[src/rtl/vs_omp_scheduler.sv]
// Iteration sequencer for greedy sparse recovery: orders matrix load, inner products,
// batch max search and residual update, records the chosen support and decides when to stop.
module vs_omp_scheduler #(
   parameter int unsigned COLUMNS    = 256,
   parameter int unsigned BATCH_SIZE = 64,
   parameter int unsigned MAX_ITER   = 8,
   parameter int unsigned TIMEOUT    = 4096
) (
   input  logic        clock,
   input  logic        reset_n,
   input  logic        go,
   input  logic        load_matrix,
   input  logic [31:0] threshold,
   output logic        busy,
   output logic        done,
   output logic        error,
   output logic [1:0]  stop_reason,
   output logic [4:0]  iter_count,
   output logic        dp_start,
   output logic [1:0]  dp_command,
   input  logic        dp_done,
   output logic        mx_start,
   input  logic        mx_batch_done,
   input  logic [7:0]  mx_location,
   input  logic [31:0] mx_max_value,
   output logic        ru_start,
   input  logic        ru_done,
   output logic        support_we,
   output logic [3:0]  support_addr,
   output logic [7:0]  support_index,
   output logic [31:0] support_value
);

   localparam int unsigned BATCHES = COLUMNS / BATCH_SIZE;
   localparam int unsigned BatchW  = $clog2(BATCHES + 1);
   localparam int unsigned CntW    = $clog2(TIMEOUT + 1);

   localparam logic [1:0] CmdLoadSensingMatrix    = 2'd0;
   localparam logic [1:0] CmdComputeInnerProducts = 2'd1;

   localparam logic [1:0] ReasonSparsity  = 2'd0;
   localparam logic [1:0] ReasonThreshold = 2'd1;
   localparam logic [1:0] ReasonRepeat    = 2'd2;
   localparam logic [1:0] ReasonTimeout   = 2'd3;

   typedef enum logic [3:0] {
      StIdle, StLoadReq, StLoadWait, StIpReq, StIpWait, StMxReq, StMxWait,
      StDecide, StRecord, StRuReq, StRuWait, StFinish
   } state_e;

   state_e              state_q, state_d;
   logic [31:0]         thr_q, thr_d;
   logic [4:0]          iter_q, iter_d;
   logic [COLUMNS-1:0]  bitmap_q, bitmap_d;
   logic [1:0]          reason_q, reason_d;
   logic [BatchW-1:0]   batch_q, batch_d;
   logic [CntW-1:0]     wait_q, wait_d;
   logic                mxd_prev_q;

   logic                busy_q, done_q, error_q, dp_start_q, mx_start_q, ru_start_q, we_q;
   logic [1:0]          cmd_q, cmd_d;
   logic [3:0]          addr_q, addr_d;
   logic [7:0]          index_q, index_d;
   logic [31:0]         value_q, value_d;

   logic [31:0]         abs_val;
   logic                below;
   logic                mx_rise;
   logic                is_wait;
   logic                timed_out;

   // Most negative input has no positive twin; clamp it to the largest magnitude.
   always_comb begin
      if (!mx_max_value[31]) begin
         abs_val = mx_max_value;
      end else if (mx_max_value == 32'h8000_0000) begin
         abs_val = 32'h7FFF_FFFF;
      end else begin
         abs_val = -mx_max_value;
      end
   end

   assign below     = $signed(abs_val) < $signed(thr_q);
   assign mx_rise   = mx_batch_done & ~mxd_prev_q;
   assign is_wait   = (state_q == StLoadWait) || (state_q == StIpWait) ||
                      (state_q == StMxWait)   || (state_q == StRuWait);
   assign timed_out = is_wait && (wait_q == CntW'(TIMEOUT - 1));

   always_comb begin
      state_d  = state_q;
      thr_d    = thr_q;
      iter_d   = iter_q;
      bitmap_d = bitmap_q;
      reason_d = reason_q;
      batch_d  = batch_q;

      unique case (state_q)
         StIdle: begin
            if (go) begin
               thr_d    = threshold;
               iter_d   = '0;
               bitmap_d = '0;
               reason_d = ReasonSparsity;
               state_d  = load_matrix ? StLoadReq : StIpReq;
            end
         end
         StLoadReq: state_d = StLoadWait;
         StLoadWait: begin
            if (dp_done) begin
               state_d = StIpReq;
            end else if (timed_out) begin
               state_d  = StFinish;
               reason_d = ReasonTimeout;
            end
         end
         StIpReq: state_d = StIpWait;
         StIpWait: begin
            if (dp_done) begin
               state_d = StMxReq;
               batch_d = '0;
            end else if (timed_out) begin
               state_d  = StFinish;
               reason_d = ReasonTimeout;
            end
         end
         StMxReq: state_d = StMxWait;
         StMxWait: begin
            if (mx_rise) begin
               batch_d = batch_q + 1'b1;
               state_d = (batch_d < BatchW'(BATCHES)) ? StMxReq : StDecide;
            end else if (timed_out) begin
               state_d  = StFinish;
               reason_d = ReasonTimeout;
            end
         end
         StDecide: begin
            if (below) begin
               state_d  = StFinish;
               reason_d = ReasonThreshold;
            end else if (bitmap_q[mx_location]) begin
               state_d  = StFinish;
               reason_d = ReasonRepeat;
            end else begin
               state_d = StRecord;
            end
         end
         StRecord: begin
            bitmap_d[index_q] = 1'b1;
            iter_d            = iter_q + 5'd1;
            if (iter_d == 5'(MAX_ITER)) begin
               state_d  = StFinish;
               reason_d = ReasonSparsity;
            end else begin
               state_d = StRuReq;
            end
         end
         StRuReq: state_d = StRuWait;
         StRuWait: begin
            if (ru_done) begin
               state_d = StIpReq;
            end else if (timed_out) begin
               state_d  = StFinish;
               reason_d = ReasonTimeout;
            end
         end
         StFinish: state_d = StIdle;
         default:  state_d = StIdle;
      endcase
   end

   // Counter restarts on every entry into a wait state, including MX_REQ -> MX_WAIT loops.
   assign wait_d = (is_wait && (state_d == state_q)) ? wait_q + 1'b1 : '0;

   // Outputs are registered from the next state so each strobe lines up with its state.
   always_comb begin
      cmd_d   = cmd_q;
      addr_d  = addr_q;
      index_d = index_q;
      value_d = value_q;
      if (state_d == StLoadReq) begin
         cmd_d = CmdLoadSensingMatrix;
      end else if (state_d == StIpReq) begin
         cmd_d = CmdComputeInnerProducts;
      end
      if (state_d == StRecord) begin
         addr_d  = iter_q[3:0];
         index_d = mx_location;
         value_d = mx_max_value;
      end
   end

   always_ff @(posedge clock) begin
      if (!reset_n) begin
         state_q    <= StIdle;
         thr_q      <= '0;
         iter_q     <= '0;
         bitmap_q   <= '0;
         reason_q   <= ReasonSparsity;
         batch_q    <= '0;
         wait_q     <= '0;
         mxd_prev_q <= 1'b0;
         busy_q     <= 1'b0;
         done_q     <= 1'b0;
         error_q    <= 1'b0;
         dp_start_q <= 1'b0;
         mx_start_q <= 1'b0;
         ru_start_q <= 1'b0;
         we_q       <= 1'b0;
         cmd_q      <= CmdComputeInnerProducts;
         addr_q     <= '0;
         index_q    <= '0;
         value_q    <= '0;
      end else begin
         state_q    <= state_d;
         thr_q      <= thr_d;
         iter_q     <= iter_d;
         bitmap_q   <= bitmap_d;
         reason_q   <= reason_d;
         batch_q    <= batch_d;
         wait_q     <= wait_d;
         mxd_prev_q <= mx_batch_done;
         busy_q     <= (state_d != StIdle);
         done_q     <= (state_d == StFinish);
         error_q    <= (state_d == StFinish) && (reason_d == ReasonTimeout);
         dp_start_q <= (state_d == StLoadReq) || (state_d == StIpReq);
         mx_start_q <= (state_d == StMxReq);
         ru_start_q <= (state_d == StRuReq);
         we_q       <= (state_d == StRecord);
         cmd_q      <= cmd_d;
         addr_q     <= addr_d;
         index_q    <= index_d;
         value_q    <= value_d;
      end
   end

   assign busy          = busy_q;
   assign done          = done_q;
   assign error         = error_q;
   assign stop_reason   = reason_q;
   assign iter_count    = iter_q;
   assign dp_start      = dp_start_q;
   assign dp_command    = cmd_q;
   assign mx_start      = mx_start_q;
   assign ru_start      = ru_start_q;
   assign support_we    = we_q;
   assign support_addr  = addr_q;
   assign support_index = index_q;
   assign support_value = value_q;

endmodule

[config.mk]
export PLATFORM = sky130hd
export DESIGN_NAME = vs_omp_scheduler
export DESIGN_NICKNAME = d
export VERILOG_FILES = /design/src/rtl/vs_omp_scheduler.sv
export SDC_FILE = /design/constraint.sdc
export NUM_CORES = 1
export LEC_CHECK = 0
export ABC_AREA = 1
export CORE_ASPECT_RATIO = 0.6
export CORE_UTILIZATION = 55
export DETAILED_ROUTE_END_ITERATION = 10
export GPL_TIMING_DRIVEN = 0
export HOLD_SLACK_MARGIN = 0.05
export PLACE_DENSITY = 0.82
export SLEW_MARGIN = 40
export SYNTH_ARGS = -nofsm -noshare
export SYNTH_HDL_FRONTEND = slang
export SYNTH_SLANG_ARGS = --single-unit
[constraint.sdc]
create_clock -name clock -period 9.5 [get_ports clock]
set_input_delay 1.9 -clock clock [delete_from_list [all_inputs] [get_ports clock]]
set_output_delay 1.9 -clock clock [all_outputs]
set_load 0.02 [all_outputs]
==> impl_metrics.csv <==
group,metric,value,unit
synth,syn_nets,2825,
setup_path,crit_top_cell,"nand3_1",
setup_path,rr_endpoint,"support_index[2]$_SDFFE_PN0P_",
cts,cts_max_level,2,
layout,final_common_cell,"a21oi_1",
power_and_ir_drop,p_per_area,165,mW/mm2
drt,drc,0,
layout,area_growth,17.0,%
place,placed_cell_area,0.0203,mm2
layout,drive_above_1_share,5.85,%
setup_path,r2r-start,"state_q[0]$_SDFF_PN0_",
setup_path,criticalPathCategory,"in -> reg",
timing,slew_headroom,31.7,%
drt,via_count,21331,
synth,synth_mux_area_share,0,%
synth,yosys-top-cells-area,"dfxtp_1 (40%), a21oi_1 (16%), nand2_1 (9.5%), nand3_1 (7.8%), nor3_1 (7.2%)",
timing,hold_viol,0,
cts,tritoncts,"yes",
drt,routed_wl,75000,um
global_route,grt_usage,42.5,%
global_route,grt_pass1_wl,110000,um
floorplanning,die_area,0.0342,mm2
timing,fin_skew,23.6,ps
place,numPortBuffers,133,
global_route,antenna_found_initial,1,
setup_path,cp_slowest_cell,"clkdlybuf4s50_1",
setup_path,worst_ep_required_time,9930,ps
synth,synth_compound_area_share,18.7,%
cts,numCtsBuffers,37,
global_route,grt_overflow,0,
cts,ctsResizeCount,0,
power_and_ir_drop,ir_worst_vdd,0.000137,V
setup_path,endpoint,"support_index[2]$_SDFFE_PN0P_",
place,dp_cells,3294,
timing,worstMarginPinSlew,1030,ps
setup_path,arrival,7090,ps
timing,timing.final.max_slew_violations,0,
layout,fillers,2953,
cts,path_clk_slew,60,ps
global_route,grt_pass1_vias,18581,
global_route,grt_max_degree,16,
cts,cts_root_buffer,"clkbuf_16",
synth,synth_cells,2711,
synth,ys_warn_count,0,
timing,finalCritPeriodShare,70.1,%
place,globalplace.congestion,1.06,
setup_path,slowest_delay,510,ps
setup_path,startpoint_type,"input pin",
layout,final_area,0.0215,mm2
timing,setup_viol,0,
cts,worstSkewPairLatency,560,ps
global_route,gr-usage-met1,61.3,%
layout,fin_nets,2997,
floorplanning,rows,51,
synth,synth_top_family_by_area,"simple AND/OR/NAND/NOR gates",
layout,layout_common_cells,"a21oi_1 (583), nand2_1 (466), dfxtp_1 (368)",
synth,synthAdderAreaFrac,2.38,%
floorplanning,die_w,238,um
power_and_ir_drop,p_total,3550,uW
cts,clock_tree.buffer_depth,3,
layout,antenna_cells,0,
synth,yosys.cell_types.count,43,
synth,ys_ff_latch,368,
floorplanning,boundaryPins,139,
timing,rsz0062_at_grt,"false",
power_and_ir_drop,static-leakage-power,0.00763,uW
job,maxCapViolCount,0,
timing,max_freq,0.150,GHz
synth,synthSimpleGateAreaFrac,30.5,%
drt,drt_iter0_markers,3953,
floorplanning,die_height,144,um
timing,period_needed,6660,ps
hold_path,hold_path.class,"reg -> reg",
synth,synthXorXnorAreaFrac,0.811,%
drt,via_per_inst,6.36,
global_route,grt_busiest_layer,"met1",
drt,routedWlPerCell,22.3,um
setup_path,rrSetupSlack,6530,ps
hold_path,hp-start,"wait_q[0]$_SDFF_PN0_",
synth,synth.largest_area_cell,"dfxtp_1",
cts,cts.sinks,368,
setup_path,reg2regPathDepth,13,
setup_path,worstPathMaxFanout,10,
layout,final_cell_count_no_fill,3356,
drt,ant_nets,0,
synth,syn_avg_cell_area,6.77,um2
floorplanning,start_util,56.2,%
synth,synth_top_area_share,40.1,%
run_status,outcome,"finished, final reports clean",
setup_path,cp-end-kind,"register",
cts,hold_buffers,0,
floorplanning,core-area,0.0327,mm2
drt,drt-pass1-iter-count,7,
timing,setup_tns,0,ps
cts,postCtsSetupBuffers,0,
global_route,met3_usage,16.3,%
setup_path,crit_start,"mx_max_value[0]",
synth,synth_seq_area_share,40.1,%
global_route,grt_use_met2,56.8,%
place,dp_hpwl,51800,um
synth,syn-cell-area,0.0184,mm2
==> area by class of cell <==
class	instances	area [um2]	share of cell area (%)
Multi-Input combinational cell	1994	9650	44.9
Sequential cell	368	7370	34.3
Timing Repair Buffer	133	1330	6.20
Clock buffer	50	1050	4.91
Buffer	202	857	3.99
Tap cell	450	563	2.62
Inverter	147	552	2.57
Clock inverter	12	105	0.489
==> sequential cells by signal, indices dropped and copies added, names as in the netlist, 2 cells and up <==
signal         cells
thr_q             32
support_addr       4
bitmap_q         256
state_q            4
support_value     32
batch_q            3
wait_q            13
stop_reason        2
iter_count         5
support_index      8
==> synthesized netlist by cell type, drive strengths merged <==
cell type,instances
nor4,3
a211oi,3
dfxtp,368
xor2,10
inv,147
conb,1
o221a,1
ha,35
a21boi,3
xnor2,7
nor2,208
nand3b,7
nand4,8
nor3,268
o211a,1
clkbuf,145
buf,57
nand3,289
nand2,467
a41oi,1
o21ai,71
o211ai,2
a2111oi,2
a21oi,583
or2,17
and2,1
o31ai,1
a21o,3
o22ai,2
==> power breakdown <==
group          switching [uW]  internal, uW  total (uW)
registers                10.8          1570        1580
logic                     344           143         487
clock network             672           809        1480
==> stage by stage <==
stage | hold slack (ps) | worst slack (ps) | utilization (%)
4_1_cts | 451 | 3000 | 65.7
3_5_place_dp | 436 | 2450 | 62.2
3_3_place_gp | 429 | 2530 | 62.0
2_1_floorplan | 418 | 4110 | -
5_1_grt | 473 | 2400 | 65.7
6_report | 447 | 2840 | 65.7
==> critical path, delay by kind of cell <==
family | cells | cell delay [ps]
buffers and inverters | 4 | 1110
and+or+nand+nor | 22 | 3830
adders and majority gates | 1 | 240
==> worst min path at each step <==
stage / depth (start not counted) / to
2_1_floorplan: 1 / wait_q[0]$_SDFF_PN0_
3_3_place_gp: 1 / wait_q[0]$_SDFF_PN0_
3_5_place_dp: 1 / wait_q[0]$_SDFF_PN0_
4_1_cts: 1 / wait_q[0]$_SDFF_PN0_
5_1_grt: 1 / wait_q[0]$_SDFF_PN0_
6_report: 1 / wait_q[0]$_SDFF_PN0_
==> metal layers <==
layer  up-vias  share of wire, %  wire length, um
met4         2               4.3             3200
met1      9756                41            30800
met3       309                17            13100
met5         -             0.019               14
li1       9565                 -                -
met2      1699                37            27800
==> cells by family after synthesis <==
group | after synthesis
flops | 368
simple gates | 1268
fa+ha+maj | 35
xor+xnor | 17
other cells | 1
buf+inv | 349
compound gates | 673
No activity file was read; power rests on OpenSTA's default activity.
